`src/rtl/div_unit.sv`:
```
// div_unit: 32-bit radix-2 restoring divider for DIV/DIVU in the execute stage.
// Optional macro DIV_ZERO_FAST_EN: a zero divisor finishes in one cycle instead of 33.
module div_unit (
    input  logic        clk,
    input  logic        resetn,
    input  logic [7:0]  alucontrolE,
    input  logic [31:0] srcaE,
    input  logic [31:0] srcbE,
    input  logic        annulE,
    output logic [31:0] lo_o,
    output logic [31:0] hi_o,
    output logic        result_valid,
    output logic        div_stall
);
    localparam logic [7:0] EXE_DIV_OP  = 8'b0001_1010;
    localparam logic [7:0] EXE_DIVU_OP = 8'b0001_1011;

    typedef enum logic [1:0] {IDLE, BUSY, DONE} state_t;

    state_t      r_state, w_stateNext;
    logic [31:0] r_rem, r_quo, r_divisor, r_lo, r_hi;
    logic [4:0]  r_count;
    logic        r_quoNeg, r_remNeg;

    logic        w_isDiv, w_request, w_accept, w_divZero, w_fastZero;
    logic        w_signA, w_signB, w_keep, w_lastIter;
    logic [31:0] w_absA, w_absB, w_remNext, w_quoNext;
    logic [32:0] w_shift, w_trial;

    assign w_isDiv   = (alucontrolE == EXE_DIV_OP);
    assign w_request = w_isDiv || (alucontrolE == EXE_DIVU_OP);
    assign w_accept  = (r_state == IDLE) && w_request && !annulE;
    assign w_signA   = w_isDiv & srcaE[31];
    assign w_signB   = w_isDiv & srcbE[31];
    assign w_absA    = w_signA ? (32'd0 - srcaE) : srcaE;
    assign w_absB    = w_signB ? (32'd0 - srcbE) : srcbE;
    assign w_divZero = (srcbE == 32'd0);
`ifdef DIV_ZERO_FAST_EN
    assign w_fastZero = w_divZero;
`else
    assign w_fastZero = 1'b0;
`endif

    // Shifted value exceeds 32 bits only when the divisor is above 2^31, so the subtract then always succeeds.
    assign w_shift    = {r_rem, r_quo[31]};
    assign w_trial    = w_shift - {1'b0, r_divisor};
    assign w_keep     = w_shift[32] | ~w_trial[32];
    assign w_remNext  = w_keep ? w_trial[31:0] : w_shift[31:0];
    assign w_quoNext  = {r_quo[30:0], w_keep};
    assign w_lastIter = (r_state == BUSY) && !annulE && (r_count == 5'd31);

    always_ff @(posedge clk or negedge resetn) begin
        if (!resetn) begin
            r_state <= IDLE;
        end else begin
            r_state <= w_stateNext;
        end
    end

    always_comb begin
        w_stateNext  = r_state;
        result_valid = 1'b0;
        div_stall    = 1'b0;
        unique case (r_state)
            IDLE: begin
                div_stall = w_accept;
                if (w_accept) begin
                    w_stateNext = w_fastZero ? DONE : BUSY;
                end
            end
            BUSY: begin
                div_stall = 1'b1;
                if (annulE) begin
                    w_stateNext = IDLE;
                end else if (r_count == 5'd31) begin
                    w_stateNext = DONE;
                end
            end
            DONE: begin
                result_valid = !annulE;
                w_stateNext  = IDLE;
            end
            default: w_stateNext = IDLE;
        endcase
    end

    // A zero divisor leaves rem=|a| and quo=all ones; negating rem by sign_a restores the raw dividend.
    always_ff @(posedge clk or negedge resetn) begin
        if (!resetn) begin
            r_rem     <= '0;
            r_quo     <= '0;
            r_divisor <= '0;
            r_count   <= '0;
            r_quoNeg  <= 1'b0;
            r_remNeg  <= 1'b0;
            r_lo      <= '0;
            r_hi      <= '0;
        end else begin
            if (w_accept) begin
                r_rem     <= '0;
                r_quo     <= w_absA;
                r_divisor <= w_absB;
                r_count   <= '0;
                r_quoNeg  <= (w_signA ^ w_signB) & ~w_divZero;
                r_remNeg  <= w_signA;
                if (w_fastZero) begin
                    r_lo <= 32'hFFFF_FFFF;
                    r_hi <= srcaE;
                end
            end else if (r_state == BUSY) begin
                r_rem   <= w_remNext;
                r_quo   <= w_quoNext;
                r_count <= r_count + 5'd1;
            end
            if (w_lastIter) begin
                r_lo <= r_quoNeg ? (32'd0 - w_quoNext) : w_quoNext;
                r_hi <= r_remNeg ? (32'd0 - w_remNext) : w_remNext;
            end
        end
    end

    assign lo_o = r_lo;
    assign hi_o = r_hi;

endmodule

```
`config.mk`:
```
export PLATFORM = sky130hd
export DESIGN_NAME = div_unit
export DESIGN_NICKNAME = d
export VERILOG_FILES = /design/src/rtl/div_unit.sv
export SDC_FILE = /design/constraint.sdc
export NUM_CORES = 1
export LEC_CHECK = 0
export BUFFER_PORTS_ARGS = -buffer_cell sky130_fd_sc_hd__buf_4
export CORE_MARGIN = 2
export CORE_UTILIZATION = 35
export CTS_CLUSTER_SIZE = 20
export DETAILED_ROUTE_END_ITERATION = 10
export GPL_TIMING_DRIVEN = 0
export PLACE_DENSITY_LB_ADDON = 0.2
export SYNTH_ARGS = -nofsm -noshare
export SYNTH_HDL_FRONTEND = slang
export SYNTH_SLANG_ARGS = --single-unit
```
`constraint.sdc`:
```
create_clock -name clk -period 6.1 [get_ports clk]
set_input_delay 0.915 -clock clk [delete_from_list [all_inputs] [get_ports clk]]
set_output_delay 0.915 -clock clk [all_outputs]
set_load 0.05 [all_outputs]
```
## Yosys cells after proc, flatten, opt, wreduce, memory -nomap -nowiden

Cells that the tools add are included.

| cells by class | value |
|---|---|
| $add $sub $neg | 6 |
| eq/ne operators | 7 |
| multiplexer cells | 17 |
| reductions and logical operators | 10 |
| bitwise operators | 7 |

Operators with widths:

| cell | number |
|---|---|
| two-way mux 32 bit | 9 |
| subtractor 1 x 32 -> 32 bit (first input constant) | 4 |
| subtractor 33 x 32 -> 33 bit | 1 |
| zero test 32 bit | 1 |
| equality test 8 x 5 -> 1 bit (second input constant) | 2 |
| two-way mux 5 bit | 2 |
| two-way mux 2 bit | 3 |
| adder 5 x 1 -> 5 bit (second input constant) | 1 |
| equality test 5 bit (second input constant) | 1 |
| logical AND 1 bit | 4 |
| case mux 2 bit (2 select lines) | 1 |
| AND 1 bit | 3 |
| inequality test 3 x 2 -> 1 bit (second input constant) | 1 |
| equality test 2 x 1 -> 1 bit (second input constant) | 1 |
| equality test 2 bit (second input constant) | 1 |
| zero test 2 bit | 1 |
| inequality test 2 bit (second input constant) | 1 |
| inverter 1 bit | 2 |
| case mux 1 bit (2 select lines) | 1 |
| AND reduction 2 bit | 1 |
| nonzero test 2 bit | 1 |
| zero test 1 bit | 1 |
| logical OR 1 bit | 1 |
| two-way mux 1 bit | 1 |
| 2 further kinds | 2 |

| word-level totals | value |
|---|---|
| flip-flop bits (word level) | 169 |
| word-level logic and storage cells | 56 |
| output and inout port bits | 66 |

## Longest topological paths before layout

Gate-level depths: netlist of run 1.

| logic depth | value |
|---|---|
| depth after elaboration | 6 |
| gate-level depth with buffers | 22 |

## Worst setup path before layout of run 1

No wires, ideal clock.

| timing path | value |
|---|---|
| kind | register to register |
| start | register r_quo[31] |
| end | register r_hi[30], in the netlist hi_o[30] |
| stages on the path, launching flop included | 23 |
| slack | 1.429 ns |
| arrival | 4.541 ns |
| path buffers | 3 |
| setup time | 0.130 ns |
| cells stage by stage | dfrtp_1 inv_1 ha_1 fa_1 nor2b_1 o211ai_2 and3_1 o21ai_2 a21o_4 buf_2 buf_2 buf_1 nand2_1 o21ai_0 ha_1 nand3b_1 a211oi_1 a41oi_1 a2111oi_2 nand4_1 o31ai_1 xor2_1 o21ai_1 |

| on the way | value |
|---|---|
| cells in the longest elaborated chain, start to end | 6 |

Ends and longest elaborated chain:

| item | RTL line | RTL |
|---|---|---|
| start, declared | 21 | `logic [31:0] r_rem, r_quo, r_divisor, r_lo, r_hi;` |
| start signal, assigned | 101 | `r_quo <= w_absA;` |
| start signal, assigned | 112 | `r_quo <= w_quoNext;` |
| subtractor 33 x 32 -> 33 bit | 46 | `assign w_trial = w_shift - {1'b0, r_divisor};` |
| inverter 1 bit | 47 | `assign w_keep = w_shift[32] \| ~w_trial[32];` |
| OR 1 bit | 47 |  |
| two-way mux 32 bit (*) | 48 | `assign w_remNext = w_keep ? w_trial[31:0] : w_shift[31:0];` |
| subtractor 1 x 32 -> 32 bit | 117 | `r_hi <= r_remNeg ? (32'd0 - w_remNext) : w_remNext;` |
| two-way mux 32 bit (*) | 117 |  |
| end signal, assigned | 108 | `r_hi <= srcaE;` |
| end signal, assigned | 117 |  |
| end, declared | 21 |  |

Every way passes the cells marked *; elsewhere a longest branch is shown, timed or not.
A chain may end at the register's enable or synchronous reset.

## Worst setup path after layout of run 1

Same ends and word-level chain as after synthesis.

==> results.toml, run 1 <==
[clock_tree]
clk_pin_slew_worst_paths_ns = 0.08
insertion_delay_ns = 0.46
cts_max_level = 4
clkSinkCount = 169
cts_setup_buffers = 0
cts_made_buffers = 17
clockRootBuffer = "clkbuf_16"
holdBufCountCts = 0
tritoncts = "yes"
clock_path_buffers = 2

[floorplanning]
die_y_um = 187
start_util_pct = 35.7
core_mm2 = 0.0328
num_io_pins = 141
die_w_um = 187
die-area_mm2 = 0.0350
fp-row-count = 66

[route]
drt_wl_total_mm = 37.4
drcViolationCount = 0
avgRoutedWirePerCell_um = 18.4
postRouteAntennaNets = 0
dr.pass1.iters = 5
dr.first_iter.drc_count = 853
vias = 11000
viasPerCell = 5.39

[worst_hold_path]
min_path_type = "in2async"

[global_routing]
grt_remaining_overflow = 0
grt_start_max_net_pins = 113
grt_antenna_before_repair = 0
grt_pass1_wl_mm = 59.4
grt_pass1_vias = 10600
grt_usage_pct = 21.5

[place]
place_area_mm2 = 0.0134
place.gp.congestion = 0.955
port_buffers = 140
dp_slack_ns = -0.0203
place.detailed.hpwl_mm = 29.8

[synthesis]
ys.flop_type = "dfrtp_1"
postSynthCellCount = 1419
synth.ff_latch_count = 169
ys_seq_area_share_pct = 36.1
synth-edff-count = 0
synth_warnings = 0
ys_types = 83
syn_area_per_cell_um2 = 8.26
netlist_area_mm2 = 0.0117
ys_async_sr_fraction_pct = 100
syn_nets = 1533

[worst_setup_path]
critPathKind = "reg2reg"
r2r-start = "r_quo[31]$_DFFE_PN0P_"
cp_data_required_time_ns = 6.43
crit_arrival_ns = 6.06
ff2ff_path_depth = 21
path_max_fanout = 19
rrSetupSlack_ns = 0.37
r2r_end = "hi_o[30]$_DFFE_PN0P_"
crit_path_end_kind = "flop"
cp-start-kind = "flop"

[finish]
layout-drive-gt1-share_pct = 13.8
regArea_mm2 = 0.00423
final_util_pct = 42.6
fin_nets = 1692
syn_to_final_growth_pct = 19.1
multiInputGateArea_mm2 = 0.00699
num-fill-cells = 3365
antenna_cells = 0
stdcell_area_mm2 = 0.0140

[pwr]
powerDensity_mw_per_mm2 = 390
max-vdd-ir-drop_mv = 0.269
power_leakage_nw = 5.83

[outcome]
status = "completed"

[timing]
fin_worst_skew_ns = 0.0183
fin_crit_sh_pct = 94.0
hold_viol_final = 0
maxSlewViolCount = 0
min_period_ns = 5.73
rsz0062_at_grt = "false"
fmax_mhz = 174
worstMarginPinSlew_ns = 0.854
finalSetupViolations = 0
fin_ws_ns = 0.368
relSlewSlack_pct = 42.5

[run]
cap_violations = 0
## layer usage
metal	GRT usage [%]	vias to the layer above	wire length, um
li1	-	5428	-
met1	32.5	5168	18700
met2	32.0	342	15900
met3	2.96	29	2210
met4	5.62	0	561
met5	0	-	0
## registers in the layout (all words and copies together) (netlist names)
signal	count
hi_o	32
lo_o	32
r_divisor	32
r_remNeg	1
r_count	5
r_rem	32
r_quo	32
r_quoNeg	1
r_state	2
## layout make-up
type | instances | share of cell area (%)
multi-input cells | 1127 | 50.1
flip-flops and latches | 169 | 30.3
repair buffers | 141 | 7.78
well taps | 442 | 3.96
clock buffers | 17 | 3.05
plain buffers | 72 | 2.19
inverters | 50 | 1.34
clock inverters | 15 | 1.28
## power breakdown
| part | internal, mW | total [mW] | switching [mW] |
|---|---|---|---|
| Sequential | 1.26 | 1.48 | 0.222 |
| Combinational | 1.02 | 2.83 | 1.81 |
| Clock | 0.587 | 1.13 | 0.540 |
| Total | 2.87 | 5.44 | 2.57 |
## through the flow
step | hold slack (ns) | instances | total power [mW] | TNS [ns]
finish | 0.368 | 2033 | 5.44 | 0
global route | 0.404 | 2033 | 5.82 | 0
CTS | 0.388 | 2033 | 5.41 | 0
detailed placement | 0.470 | 2002 | 4.27 | -0.0203
global placement | 0.459 | 2001 | 4.25 | -0.0450
floorplan | 0.450 | 1419 | 3.43 | 0
## worst max-delay path, cell delays in order, from the launching register on
cell and delay, ns:
dfrtp_1 0.48, inv_1 0.07, ha_1 0.24, fa_1 0.41
nor2b_1 0.23, o211ai_2 0.17, and3_1 0.24, o21ai_2 0.35
a21o_4 0.23, buf_2 0.24, clkbuf_4 0.34, nand2_1 0.08
o21ai_0 0.29, ha_1 0.37, nand3b_1 0.12, a211oi_1 0.30
a41oi_1 0.11, a2111oi_2 0.56, nand4_1 0.21, o31ai_1 0.30
xor2_1 0.20, o21ai_1 0.07
## cells by family after synthesis
group,count (synthesis),synth area share (%)
multiplexers,18,1.55
adder cells (fa/ha/maj),39,4.23
AND/OR/NAND/NOR,470,18.7
AO/OA/AOI/OAI,463,24.9
XOR/XNOR,137,10.2
buffers and inverters,123,4.21
flip-flops,169,36.1
## how the worst max path moves through the flow
stage,slack (ns),endpoint,startpoint,depth (start not counted)
final,0.37,hi_o[30]$_DFFE_PN0P_,r_quo[31]$_DFFE_PN0P_,21
after global routing,0.04,hi_o[30]$_DFFE_PN0P_,r_quo[31]$_DFFE_PN0P_,21
after CTS,0.26,hi_o[30]$_DFFE_PN0P_,r_quo[31]$_DFFE_PN0P_,21
after detailed placement,-0.02,hi_o[30]$_DFFE_PN0P_,r_quo[31]$_DFFE_PN0P_,22
after global placement,-0.04,hi_o[30]$_DFFE_PN0P_,r_quo[31]$_DFFE_PN0P_,22
after floorplan,1.43,hi_o[30]$_DFFE_PN0P_,r_quo[31]$_DFFE_PN0P_,22
## synthesized netlist by cell type, types with 8 or more instances
master	instances	area [um^2]
ha_1	38	475
nand2b_1	12	75.1
nand3_1	25	125
nor3_1	27	135
o41ai_1	15	131
a211oi_1	10	75.1
mux2i_1	17	170
clkbuf_1	50	188
nor2_1	78	293
xor2_1	77	674
or4_1	13	97.6
a21o_1	10	75.1
xnor2_1	60	526
nor4_1	13	81.3
inv_1	49	184
a31oi_1	15	93.8
or3_1	12	75.1
a22oi_1	33	248
dfrtp_1	169	4230
buf_1	8	30.0
and2_1	12	75.1
nand4_1	14	87.6
o21ai_1	19	95.1
nand2_1	219	822
a21oi_1	66	330
buf_2	13	65.1
or2_2	8	50.1
o21ai_0	206	1030
o31ai_1	23	173
## cell usage in the layout (no fill, tap or decap), types with 17 or more instances in the layout
cell / instances
a22oi_1: 33
ha_1: 38
clkbuf_16: 17
buf_4: 139
xnor2_1: 60
o21ai_1: 19
nand3_1: 25
o21ai_0: 206
xor2_1: 77
a21oi_1: 66
nor2_1: 78
dfrtp_1: 169
mux2i_1: 17
inv_1: 49
nand2_1: 219
o31ai_1: 23
nor3_1: 27
clkbuf_1: 50
## repair_timing
action / in CTS / in global routing
resized for setup: 0 / 2
setup endpoints to repair: 1 / 2
endpoints found under the hold margin: 0 / 0
pin swaps: 0 / 0
Note: power is estimated with default switching activity, not from simulation.
==> run 2, diff against run 1 <==
--- a/config.mk
+++ b/config.mk
@@ -5,6 +5,7 @@
 export SDC_FILE = /design/constraint.sdc
 export NUM_CORES = 1
 export LEC_CHECK = 0
+export ABC_AREA = 1
 export BUFFER_PORTS_ARGS = -buffer_cell sky130_fd_sc_hd__buf_4
 export CORE_MARGIN = 2
 export CORE_UTILIZATION = 35
==> results.toml, run 2 <==
[place]
dp_slack_ns = 1.43
place.detailed.hpwl_mm = 35.3
port_buffers = 140
place_area_mm2 = 0.0142
place.gp.congestion = 0.921

[timing]
hold_viol_final = 0
finalSetupViolations = 0
worstMarginPinSlew_ns = 0.909
rsz0062_at_grt = "false"
fmax_mhz = 211
relSlewSlack_pct = 38.8
min_period_ns = 4.75
fin_ws_ns = 1.35
fin_crit_sh_pct = 77.8
setup_tns_ns = 0
maxSlewViolCount = 0
fin_worst_skew_ns = 0.0171

[finish]
syn_to_final_growth_pct = 17.8
layout-drive-gt1-share_pct = 11.8
final_util_pct = 41.8
num-fill-cells = 3763
mostFrequentLayoutCells = "nand2_1, inv_1, nor2_1"
final_common_cell = "nand2_1"
antenna_cells = 0
regArea_mm2 = 0.00423
stdcell_area_mm2 = 0.0148
fin_nets = 2171
multiInputGateArea_mm2 = 0.00701

[clock_tree]
clock_path_buffers = 2
tritoncts = "yes"
clk_pin_slew_worst_paths_ns = 0.07
cts_made_buffers = 17
cts_resized = 0
cts_max_level = 4
clockRootBuffer = "clkbuf_16"
holdBufCountCts = 0
insertion_delay_ns = 0.46
cts_setup_buffers = 0
clkSinkCount = 169

[pwr]
pwr-share-clk_pct = 17.8
p_switching_mw = 3.18
max-vdd-ir-drop_mv = 0.328
pwr-share-comb_pct = 57.6
p_sw_share_pct = 51.4
p_int_mw = 3.01
finalPower_mw = 6.19
powerDensity_mw_per_mm2 = 417
seqPwrFrac_pct = 24.6
power_leakage_nw = 7.71

[outcome]
status = "completed"

[worst_hold_path]
min_path_type = "in2async"

[worst_setup_path]
r2r-start = "r_divisor[23]$_DFFE_PN0P_"
rrSetupSlack_ns = 1.35
path_max_fanout = 10
crit_start = "r_divisor[23]$_DFFE_PN0P_"
cp-start-kind = "flop"
crit_arrival_ns = 5.07
crit_path_end_kind = "flop"
critPathKind = "reg2reg"
ff2ff_path_depth = 22
r2r_end = "lo_o[30]$_DFFE_PN0P_"
cp_data_required_time_ns = 6.42
crit_path_end = "lo_o[30]$_DFFE_PN0P_"

[synthesis]
synth_top_area_share_pct = 33.6
syn_nets = 2011
yosys.area.top_type = "dfrtp_1"
synth_warnings = 0
ys_types = 50
yosysMostFrequentCell = "nand2_1"
synthTopCellsByArea = "dfrtp_1, nand2_1, inv_1, nand3_1, nor2_1"
synth.ff_latch_count = 169
ys_async_sr_fraction_pct = 100
ys.flop_type = "dfrtp_1"
synth_commonest_cells = "nand2_1, inv_1, nor2_1"
ys_seq_area_share_pct = 33.6
synth-edff-count = 0
postSynthCellCount = 1897
syn_area_per_cell_um2 = 6.63
netlist_area_mm2 = 0.0126

[route]
drcViolationCount = 0
dr.first_iter.drc_count = 824
avgRoutedWirePerCell_um = 17.1
drt_wl_total_mm = 43.3
viasPerCell = 5.06
postRouteAntennaNets = 0
vias = 12800
dr.pass1.iters = 5

[floorplanning]
core_mm2 = 0.0355
num_io_pins = 141
start_util_pct = 35.5
die_y_um = 194
fp-row-count = 69
die-area_mm2 = 0.0375
die_w_um = 194

[global_routing]
grt_start_max_net_pins = 100
grt_usage_pct = 23.3
grt_remaining_overflow = 0
grt_antenna_before_repair = 0
grt_pass1_wl_mm = 68.7
grt_pass1_vias = 12500

[run]
cap_violations = 0
-- run 2: cell count changes in the layout (fill, tap and decap cells not counted), moves of 17 or more --
cell      previous run  this run
nand2_1            219       582
nor2_1              78       174
xnor2_1             60        18
nand2_2              0        22
inv_1               49       277
a22oi_1             33         3
mux2i_1             17         0
o221ai_1             2        26
nand3_1             25       144
o21ai_0            206       111
o31ai_1             23         6
a21oi_1             66        42
o22ai_1              2        22
-- run 2: worst min-delay path by stage --
stage / from / end / slack [ns]
4_1_cts: resetn / r_rem[9]$_DFFE_PN0P_ / 0.45
3_3_place_gp: hi_o[30]$_DFFE_PN0P_ / hi_o[30]$_DFFE_PN0P_ / 0.47
5_1_grt: resetn / r_rem[29]$_DFFE_PN0P_ / 0.47
6_report: resetn / r_rem[9]$_DFFE_PN0P_ / 0.42
3_5_place_dp: hi_o[29]$_DFFE_PN0P_ / hi_o[29]$_DFFE_PN0P_ / 0.47
2_1_floorplan: r_divisor[4]$_DFFE_PN0P_ / r_divisor[4]$_DFFE_PN0P_ / 0.45
-- run 2: layout make-up --
type,count,share of cell area [%]
Tap cell,461,3.89
Multi-Input combinational cell,1381,47.3
Buffer,60,1.83
Inverter,287,7.26
Clock inverter,15,1.05
Timing Repair Buffer,141,7.32
Clock buffer,17,2.87
Sequential cell,169,28.5
-- run 2: layer usage --
| layer | up-vias | global-route usage (%) | share of wire [%] |
|---|---|---|---|
| li1 | 6383 | - | - |
| met1 | 6046 | 31.6 | 46 |
| met2 | 328 | 39.1 | 47 |
| met3 | 60 | 2.70 | 4.2 |
| met4 | 0 | 6.59 | 2.5 |
| met5 | - | 0 | 0 |
-- run 2: power groups by stage --
stage / Combinational (mW) / Sequential [mW] / Clock, mW
global placement: 3.51 / 1.54 / 0
global route: 4.00 / 1.54 / 1.16
CTS: 3.56 / 1.52 / 1.11
finish: 3.56 / 1.52 / 1.10
detailed placement: 3.54 / 1.54 / 0
floorplan: 2.51 / 1.51 / 0
-- run 2: cell families after synthesis --
family	count (synthesis)	synth area share, %
AO/OA/AOI/OAI	254	12.1
XOR/XNOR	80	5.57
adder cells (fa/ha/maj)	39	3.94
buffers and inverters	347	10.7
flip-flops	169	33.6
AND/OR/NAND/NOR	1008	34.0
-- run 2: through the flow --
| stage | instances | hold WS (ns) |
|---|---|---|
| 2_1_floorplan | 1897 | 0.452 |
| 3_3_place_gp | 2498 | 0.467 |
| 3_5_place_dp | 2499 | 0.469 |
| 4_1_cts | 2531 | 0.445 |
| 5_1_grt | 2531 | 0.472 |
| 6_report | 2531 | 0.423 |
-- run 2: critical path, cell delays in order (launching register included) --
cell and delay [ns]:
dfrtp_1 0.36, inv_1 0.21, ha_1 0.36, nand2_1 0.10
nand2_1 0.06, inv_2 0.05, nand2_1 0.07, inv_1 0.07
nand2_2 0.08, a21oi_4 0.35, nand2_8 0.14, inv_2 0.18
buf_2 0.34, ha_1 0.23, nand2_1 0.09, nor3_1 0.67
nand3_1 0.18, inv_1 0.12, a41oi_1 0.17, a21oi_1 0.24
o21ai_0 0.14, xor2_1 0.26, o21ai_0 0.12
